==> config.mk <==
export PLATFORM = sky130hd
export DESIGN_NAME = game_ctrl
export DESIGN_NICKNAME = d
export VERILOG_FILES = /design/src/rtl/game_ctrl.sv
export SDC_FILE = /design/constraint.sdc
export NUM_CORES = 1
export LEC_CHECK = 0
export CORE_UTILIZATION = 67
export CTS_BUF_LIST = sky130_fd_sc_hd__clkbuf_4 sky130_fd_sc_hd__clkbuf_8
export DETAILED_ROUTE_END_ITERATION = 12
export DONT_BUFFER_PORTS = 1
export PLACE_DENSITY = 0.82
export SLEW_MARGIN = 20
export SYNTH_ARGS = -nofsm -noshare
export SYNTH_HDL_FRONTEND = slang
export SYNTH_SLANG_ARGS = --single-unit
==> constraint.sdc <==
create_clock -name clk -period 4.9 [get_ports clk]
set_clock_uncertainty 0.1 [all_clocks]
set_input_delay 0.98 -clock clk [delete_from_list [all_inputs] [get_ports clk]]
set_output_delay 0.98 -clock clk [all_outputs]
set_load 0.02 [all_outputs]
==> src/rtl/game_ctrl.sv <==
// Pong-style game controller: serve/play/score sequencing, ball motion with
// wall and paddle bounces, and per-player scoring, advanced once per video frame.
module game_ctrl #(
    parameter int FIELD_W   = 640,
    parameter int FIELD_H   = 480,
    parameter int WIN_SCORE = 9
) (
    input  logic       clk,
    input  logic       rst,
    input  logic       frame_tick,
    input  logic       start,
    input  logic       bat_size,
    input  logic       en,
    input  logic       en2,
    input  logic [1:0] mode,
    input  logic [9:0] pad1_y,
    input  logic [9:0] pad2_y,
    output logic [9:0] ball_x,
    output logic [9:0] ball_y,
    output logic [3:0] score1,
    output logic [3:0] score2,
    output logic [2:0] state
);

    typedef enum logic [2:0] {
        S_IDLE  = 3'd0,
        S_SERVE = 3'd1,
        S_PLAY  = 3'd2,
        S_SCORE = 3'd3,
        S_OVER  = 3'd4
    } state_t;

    localparam logic [9:0]         CX     = 10'(FIELD_W / 2 - 4);
    localparam logic [9:0]         CY     = 10'(FIELD_H / 2 - 4);
    localparam logic signed [10:0] X_LIM  = 11'(FIELD_W - 8);
    localparam logic signed [10:0] Y_LIM  = 11'(FIELD_H - 8);
    localparam logic signed [10:0] PAD_R  = 11'(FIELD_W - 32);
    localparam logic signed [10:0] PAD_L  = 11'sd24;
    localparam logic signed [10:0] ZERO   = 11'sd0;
    localparam logic [3:0]         WIN    = 4'(WIN_SCORE);

    state_t     r_state, w_state;
    logic [9:0] r_x, r_y, w_x, w_y;
    logic       r_dx, r_dy, w_dx, w_dy;      // dx=1 moving right, dy=1 moving down
    logic [3:0] r_s1, r_s2, w_s1, w_s2;
    logic [2:0] r_speed, w_speed;
    logic [5:0] r_cnt, w_cnt;
    logic       r_serve_left, w_serve_left;  // left player conceded the last point

    logic signed [10:0] w_spd, w_nx, w_ny;
    logic [10:0]        w_by, w_h;
    logic               w_ov1, w_ov2;

    assign w_spd = $signed({8'd0, r_speed});
    assign w_nx  = r_dx ? $signed({1'b0, r_x}) + w_spd : $signed({1'b0, r_x}) - w_spd;
    assign w_ny  = r_dy ? $signed({1'b0, r_y}) + w_spd : $signed({1'b0, r_y}) - w_spd;

    // Paddle overlap uses the ball's current row, not the projected one.
    assign w_by  = {1'b0, r_y};
    assign w_h   = bat_size ? 11'd64 : 11'd32;
    assign w_ov1 = (w_by + 11'd8 > {1'b0, pad1_y}) && (w_by < {1'b0, pad1_y} + w_h);
    assign w_ov2 = (w_by + 11'd8 > {1'b0, pad2_y}) && (w_by < {1'b0, pad2_y} + w_h);

    always_ff @(posedge clk or posedge rst) begin
        if (rst) begin
            r_state      <= S_IDLE;
            r_x          <= CX;
            r_y          <= CY;
            r_dx         <= 1'b1;
            r_dy         <= 1'b1;
            r_s1         <= 4'd0;
            r_s2         <= 4'd0;
            r_speed      <= 3'd1;
            r_cnt        <= 6'd0;
            r_serve_left <= 1'b0;
        end else begin
            r_state      <= w_state;
            r_x          <= w_x;
            r_y          <= w_y;
            r_dx         <= w_dx;
            r_dy         <= w_dy;
            r_s1         <= w_s1;
            r_s2         <= w_s2;
            r_speed      <= w_speed;
            r_cnt        <= w_cnt;
            r_serve_left <= w_serve_left;
        end
    end

    always_comb begin
        w_state      = r_state;
        w_x          = r_x;
        w_y          = r_y;
        w_dx         = r_dx;
        w_dy         = r_dy;
        w_s1         = r_s1;
        w_s2         = r_s2;
        w_speed      = r_speed;
        w_cnt        = r_cnt;
        w_serve_left = r_serve_left;

        case (r_state)
            S_IDLE, S_OVER: begin
                w_x = CX;
                w_y = CY;
                if (start) begin
                    w_state = S_SERVE;
                    w_s1    = 4'd0;
                    w_s2    = 4'd0;
                    w_cnt   = 6'd0;
                    w_dx    = 1'b1;
                    w_dy    = 1'b1;
                end
            end

            S_SERVE: begin
                if (frame_tick) begin
                    w_speed = {1'b0, mode} + 3'd1;
                    w_x     = CX;
                    w_y     = CY;
                    if (r_cnt == 6'd31) begin
                        w_state = S_PLAY;
                        w_cnt   = 6'd0;
                    end else begin
                        w_cnt = r_cnt + 6'd1;
                    end
                end
            end

            S_PLAY: begin
                if (frame_tick) begin
                    if (w_ny <= ZERO) begin
                        w_y  = 10'd0;
                        w_dy = 1'b1;
                    end else if (w_ny >= Y_LIM) begin
                        w_y  = Y_LIM[9:0];
                        w_dy = 1'b0;
                    end else begin
                        w_y = w_ny[9:0];
                    end

                    // Paddle hits take priority over misses on the same side.
                    if (!r_dx) begin
                        if (en && w_nx <= PAD_L && w_ov1) begin
                            w_x  = PAD_L[9:0];
                            w_dx = 1'b1;
                        end else if (w_nx <= ZERO) begin
                            w_x = 10'd0;
                            if (en) begin
                                w_s2         = (r_s2 == 4'hF) ? r_s2 : r_s2 + 4'd1;
                                w_state      = S_SCORE;
                                w_cnt        = 6'd0;
                                w_serve_left = 1'b1;
                            end else begin
                                w_dx = 1'b1;
                            end
                        end else begin
                            w_x = w_nx[9:0];
                        end
                    end else begin
                        if (en2 && w_nx >= PAD_R && w_ov2) begin
                            w_x  = PAD_R[9:0];
                            w_dx = 1'b0;
                        end else if (w_nx >= X_LIM) begin
                            w_x = X_LIM[9:0];
                            if (en2) begin
                                w_s1         = (r_s1 == 4'hF) ? r_s1 : r_s1 + 4'd1;
                                w_state      = S_SCORE;
                                w_cnt        = 6'd0;
                                w_serve_left = 1'b0;
                            end else begin
                                w_dx = 1'b0;
                            end
                        end else begin
                            w_x = w_nx[9:0];
                        end
                    end
                end
            end

            S_SCORE: begin
                if (frame_tick) begin
                    if (r_cnt == 6'd63) begin
                        w_cnt = 6'd0;
                        w_x   = CX;
                        w_y   = CY;
                        if (r_s1 == WIN || r_s2 == WIN) begin
                            w_state = S_OVER;
                        end else begin
                            w_state = S_SERVE;
                            w_dx    = ~r_serve_left;
                        end
                    end else begin
                        w_cnt = r_cnt + 6'd1;
                    end
                end
            end

            default: w_state = S_IDLE;
        endcase
    end

    assign ball_x = r_x;
    assign ball_y = r_y;
    assign score1 = r_s1;
    assign score2 = r_s2;
    assign state  = r_state;

endmodule

# Word-level counts from Yosys, hierarchy flattened
# Cells that the tools add are included.
[totals]
word_cells = 181
register_bits = 43
in_bits = 29
[op_classes]
n_reduce_logical = 23
order_cmp = 10
n_bitwise = 1
n_mux = 88
addsub = 11
eq_ne = 38
[op_table]
columns = ["cell", "n"]
rows = [
  ["two-way mux 10 bit", 15],
  ["case mux 10 bit (4 select lines)", 2],
  ["two-way mux 6 bit", 13],
  ["two-way mux 4 bit", 13],
  ["two-way mux 3 bit", 14],
  ["inequality test 2 bit, second input constant", 20],
  ["case mux 6 bit (4 select lines)", 1],
  ["AND reduction 8 bit", 3],
  ["adder 10 x 3 -> 11 bit", 2],
  ["adder 10 x 7 -> 11 bit", 2],
  [">= comparator 11 bit, second input constant", 2],
  ["> comparator 11 x 10 -> 1 bit", 2],
  ["less-or-equal comparator 11 x 1 -> 1 bit, second input constant", 2],
  ["less-than comparator 10 x 11 -> 1 bit", 2],
  ["two-way mux 1 bit", 22],
  ["two-way mux 11 bit", 2],
  ["subtractor 10 x 3 -> 11 bit", 2],
  ["inequality test 3 bit, second input constant", 7],
  ["== test 4 bit, second input constant", 4],
  ["case mux 4 bit (2 select lines)", 2],
  ["case mux 3 bit (4 select lines)", 1],
  ["AND reduction 12 bit", 1],
  ["adder 10 x 4 -> 11 bit, second input constant", 1],
  [">= comparator 11 x 10 -> 1 bit, second input constant", 1],
  ["other kinds (26)", 35],
]

# Longest topological paths before layout
[logic_depth]
word_depth = 9
ltp_mapped = 15
ltp_nobuf = 15

# Worst setup path before layout
# Ideal clock, no wire load.
[synth_path]
path_kind = "register -> register"
from = "register r_dx"
to = "register r_cnt[1]"
slack_ns = 0.681
required_time_ns = 4.721
arrival_ns = 4.040
setup_ns = 0.079
path_stages_with_launch = 14
cell_sequence = "dfstp_2 buf_4 clkbuf_1 mux2_2 fa_1 a211o_1 a31o_2 o22ai_1 xor2_1 a41oi_1 o31a_1 o22ai_2 and3b_4 mux2i_1"
[synth_via]
elab_chain_cells = 6
word_cells_on_any_way = 19
[synth_lines]
columns = ["item", "line", "text"]
rows = [
  ["start, declared", "44", "logic r_dx, r_dy, w_dx, w_dy;"],
  ["start signal, assigned", "80", "r_dx <= w_dx;"],
  ["two-way mux 11 bit", "55", "assign w_nx = r_dx ? $signed({1'b0, r_x}) + w_spd : $signed({1'b0, r_x}) - w_spd;"],
  [">= comparator 11 bit / less-or-equal comparator 11 x 6 -> 1 bit (equally long branches)", "161, 144", ""],
  ["logical AND 1 bit (on tied branches) (2 in series)", "161, 144", ""],
  ["inequality test 3 bit (no source line)", "n/a", ""],
  ["AND reduction 11 bit (no source line)", "n/a", ""],
  ["end signal, assigned", "85", "r_cnt <= w_cnt;"],
  ["end, declared", "47", "logic [5:0] r_cnt, w_cnt;"],
]
# Parallel ways exist; a longest one is shown, timed or not. The select of a mux whose other input is x is not followed.
# A chain may end at the register's enable or synchronous reset.

# Final worst setup path
[layout_path]
from = "register r_speed[0]"
to = "register r_cnt[1]"
[layout_via]
elab_chain_cells = 7
word_cells_on_any_way = 16
[layout_lines]
columns = ["item", "line", "text"]
rows = [
  ["start, declared", "46", "logic [2:0] r_speed, w_speed;"],
  ["start signal, assigned", "84", "r_speed <= w_speed;"],
  ["subtractor 10 x 3 -> 11 bit / adder 10 x 3 -> 11 bit (equally long branches)", "55", ""],
  ["two-way mux 11 bit *", "55", ""],
  [">= comparator 11 bit / less-or-equal comparator 11 x 6 -> 1 bit (equally long branches)", "161, 144", ""],
  ["logical AND 1 bit (on tied branches) (2 in series)", "161, 144", ""],
  ["inequality test 3 bit (no source line)", "n/a", ""],
  ["AND reduction 11 bit (no source line) *", "n/a", ""],
]
# Mark *: on every way between the ends. The rest lies on a longest branch, timed or not.

==> run_results.csv <==
group,metric,value,unit
sta,postLayoutSetupSlackWorst,0.406,ns
critical_path,critPathArrivalTime,4.63,ns
critical_path,crit_path_start_kind,"flop",
run_status,outcome,"completed",
sta,totalNegativeSetupSlack,0,ns
logic_synthesis,synth-seq-cells,43,
final_layout,syn_to_final_growth,3.42,%
global_routing,grt_max_degree,44,
sta,max_slew_margin,0.283,
placement,hpwl,9690,microns
floorplanning,initial_core_util,0.704,
floorplanning,die_w,87.2,microns
clock_tree,htree_levels,2,
final_layout,utilization,0.728,
logic_synthesis,yosysUniqueCellTypes,82,
power_and_ir_drop,cellPowerDensity,766,nW/um^2
logic_synthesis,netlist_area,4860,sq um
drt,detail_route.drc_violations,0,
run,drv_cap,0,
global_routing,antenna_found_initial,0,
logic_synthesis,synth_top_area_share,0.165,
power_and_ir_drop,vdd_drop_max,0.509,mV
final_layout,post_route_cells_drive_above_1_share,0.103,
logic_synthesis,synth_enable_flop_cells,0,
placement,gp_congestion,0.884,
clock_tree,worst_skew_pair.late_latency,0.30,ns
floorplanning,die_area,7600,sq um
final_layout,antenna_cells_inserted,0,
global_routing,grt_pass1_vias,4245,
logic_synthesis,async_flop_share,1.00,
logic_synthesis,ys_dominant_reg_cell,"dfrtp_1",
critical_path,criticalPathCategory,"reg -> reg",
logic_synthesis,post_synth_main_area_contributors,"ha_1 (16%), dfrtp_1 (15%), dfstp_2 (7.0%)",
drt,dr_total_vias,4426,
logic_synthesis,number_of_synthesis_warnings,0,
placement,dpl-instance-area,4900,sq um
sta,rsz0062_at_grt,"no",
logic_synthesis,post-synth-top-area-cell,"ha_1",
sta,period_needed,4.49,ns
clock_tree,cts_root_buf,"clkbuf_8",
drt,wirelength,12400,microns
floorplanning,io_pins,60,
global_routing,globalRouteOverflowTotal,0,
global_routing,met3_usage,0.0664,
logic_synthesis,yosysSeqAreaShare,0.225,
clock_tree,cts.sink_count,43,
sta,report.final.hold_viol_count,0,
global_routing,global_route.usage.met2,0.560,
sta,fmaxAchievable,0.223,GHz
placement,portBuffers,0,
final_layout,layout.cell_area.non_filler,5030,sq um
final_layout,nNetsFinal,661,
sta,final.hold.worst_slack,0.425,ns
clock_tree,clk_pin_slew,0.09,ns
floorplanning,placementRows,30,
clock_tree,cts_inserted_buffers,5,
clock_tree,clock_tree.buffer_depth,2,
sta,timing.final.crit_share,0.917,
drt,drt-initial-drc-count,299,
power_and_ir_drop,leakagePower,2.26,nW
drt,route.detailed.wl_per_inst,18.7,microns
global_routing,grt_busiest_layer,"met2",
logic_synthesis,synth.avg_cell_area,8.47,sq um
sta,finalSetupViolations,0,
clock_tree,post_cts_hold_buffer_count,0,
floorplanning,dieHeight,87.2,microns
sta,tightestPinTransition,1.08,ns
global_routing,use_met1,0.460,
logic_synthesis,synthCells,574,
critical_path,required,5.03,ns
drt,drtPass1Iterations,5,
logic_synthesis,mappedNetlistNets,671,
drt,postRouteAntennaNets,0,
floorplanning,core_area,6910,sq um
clock_tree,cts_repair_resize_count,0,
sta,report.final.slew_viol_count,0,
min_path,hold_path_class,"reg -> reg",
placement,dpl_worst_slack,0.497,ns
critical_path,worst_setup_path_end_kind,"flop",
clock_tree,tritoncts_clock_tree,"built",
global_routing,grt_util_all_layers,0.340,
critical_path,crit_fanout,5,
drt,post_drt_via_cell_ratio,6.70,
global_routing,grt_pass1_wl,20300,microns
clock_tree,post_cts.repair.setup_buffers,0,
==> metal layers <==
metal / up-vias / share of wire
li1: 2121 / -
met1: 2100 / 0.44
met2: 186 / 0.47
met3: 19 / 0.076
met4: 0 / 0.011
met5: - / 0
==> synthesized netlist by cell type (4+ instances only) <==
master,instances
nor2b_1,4
o31ai_1,9
a211o_1,5
dfrtp_1,30
nand2b_1,4
or3_1,6
o22ai_1,7
a211oi_1,8
nand2_1,44
nand4_1,7
a21o_1,9
mux2_2,5
nor3_1,14
or2_2,8
a22o_1,4
o21a_1,5
a31oi_1,6
xnor2_1,15
and3_1,5
nand3_1,16
a21oi_1,30
xor2_1,11
fa_1,4
o21ai_0,39
dfstp_2,13
o211ai_1,5
nor2_1,46
and2_1,5
o21bai_1,6
ha_1,64
inv_1,46
mux2i_1,5
nor4_1,4
o2bb2ai_1,4
clkbuf_1,12
==> where the power goes <==
group	total [mW]	internal [mW]	switching [mW]
clock network	0.301	0.168	0.133
registers	0.877	0.513	0.364
logic	2.67	1.07	1.60
total	3.85	1.75	2.10
==> worst max-delay path, stage by stage, from the launching register on <==
cell and delay (ns):
dfstp_2 0.62, inv_1 0.06, ha_1 0.21, ha_1 0.29, mux2_2 0.29, ha_1 0.36
o21ai_0 0.12, o21ba_2 0.24, maj3_1 0.36, xnor2_1 0.48, a41oi_1 0.34, o31a_1 0.35
o22ai_2 0.17, and3b_4 0.25, mux2i_1 0.19
==> sequential cells by signal, summed over array words and instances (netlist names) <==
signal        count
score2            4
r_serve_left      1
ball_y           10
r_dy              1
state             3
r_speed           3
score1            4
r_dx              1
ball_x           10
r_cnt             6
==> final timing paths <==
path / startpoint / to / slack, ns / cells after the start
setup / recovery: r_speed[0] / r_cnt[1] / 0.41 / 14
min in group asynchronous: rst / score2[3] / 0.58 / 2
hold / removal: r_dy / r_dy / 0.43 / 1
setup reg to reg: r_speed[0] / r_cnt[1] / 0.41 / 14
max in group asynchronous: rst / ball_x[8] / 3.73 / 2
hold reg to reg: r_dy / r_dy / 0.43 / 1
==> cell families after synthesis <==
kind of cell / Yosys count / share of synthesized area
AND/OR/NAND/NOR: 180 / 0.195
XOR/XNOR: 27 / 0.0515
adder cells (fa/ha/maj): 69 / 0.183
AO/OA/AOI/OAI: 181 / 0.271
multiplexers: 10 / 0.0219
flip-flops: 43 / 0.225
buffers and inverters: 64 / 0.0525
==> layout by cell type, fill, tap and decap left out, types with 6 or more instances in the layout <==
| cell type | synthesis | final |
|---|---|---|
| a21oi_1 | 30 | 30 |
| nand2_1 | 44 | 44 |
| nand3_1 | 16 | 16 |
| or2_2 | 8 | 8 |
| a211oi_1 | 8 | 8 |
| a31oi_1 | 6 | 6 |
| nor3_1 | 14 | 14 |
| inv_1 | 46 | 45 |
| xnor2_1 | 15 | 15 |
| clkbuf_8 | 0 | 6 |
| o21bai_1 | 6 | 6 |
| o31ai_1 | 9 | 9 |
| nor2_1 | 46 | 46 |
| dfrtp_1 | 30 | 30 |
| o22ai_1 | 7 | 7 |
| nand4_1 | 7 | 7 |
| or3_1 | 6 | 6 |
| o21ai_0 | 39 | 39 |
| xor2_1 | 11 | 11 |
| dfstp_2 | 13 | 13 |
| a21o_1 | 9 | 9 |
| ha_1 | 64 | 64 |
==> through the flow <==
| stage | cells | total power, mW |
|---|---|---|
| after floorplan | 574 | 2.92 |
| after detailed placement | 653 | 3.48 |
| after global routing | 661 | 4.18 |
| final | 661 | 3.85 |
| after CTS | 661 | 3.80 |
| after global placement | 653 | 3.41 |
==> final cells by class <==
| class | instances | area (sq um) |
|---|---|---|
| clock buffer | 6 | 82.6 |
| fill | 569 | 1880 |
| tap | 96 | 120 |
| inverter | 46 | 173 |
| clock inverter | 2 | 38.8 |
| timing repair buffer | 1 | 7.51 |
| sequential | 43 | 1090 |
| multi-input combinational | 467 | 3510 |
(Power assumes the default switching activity.)
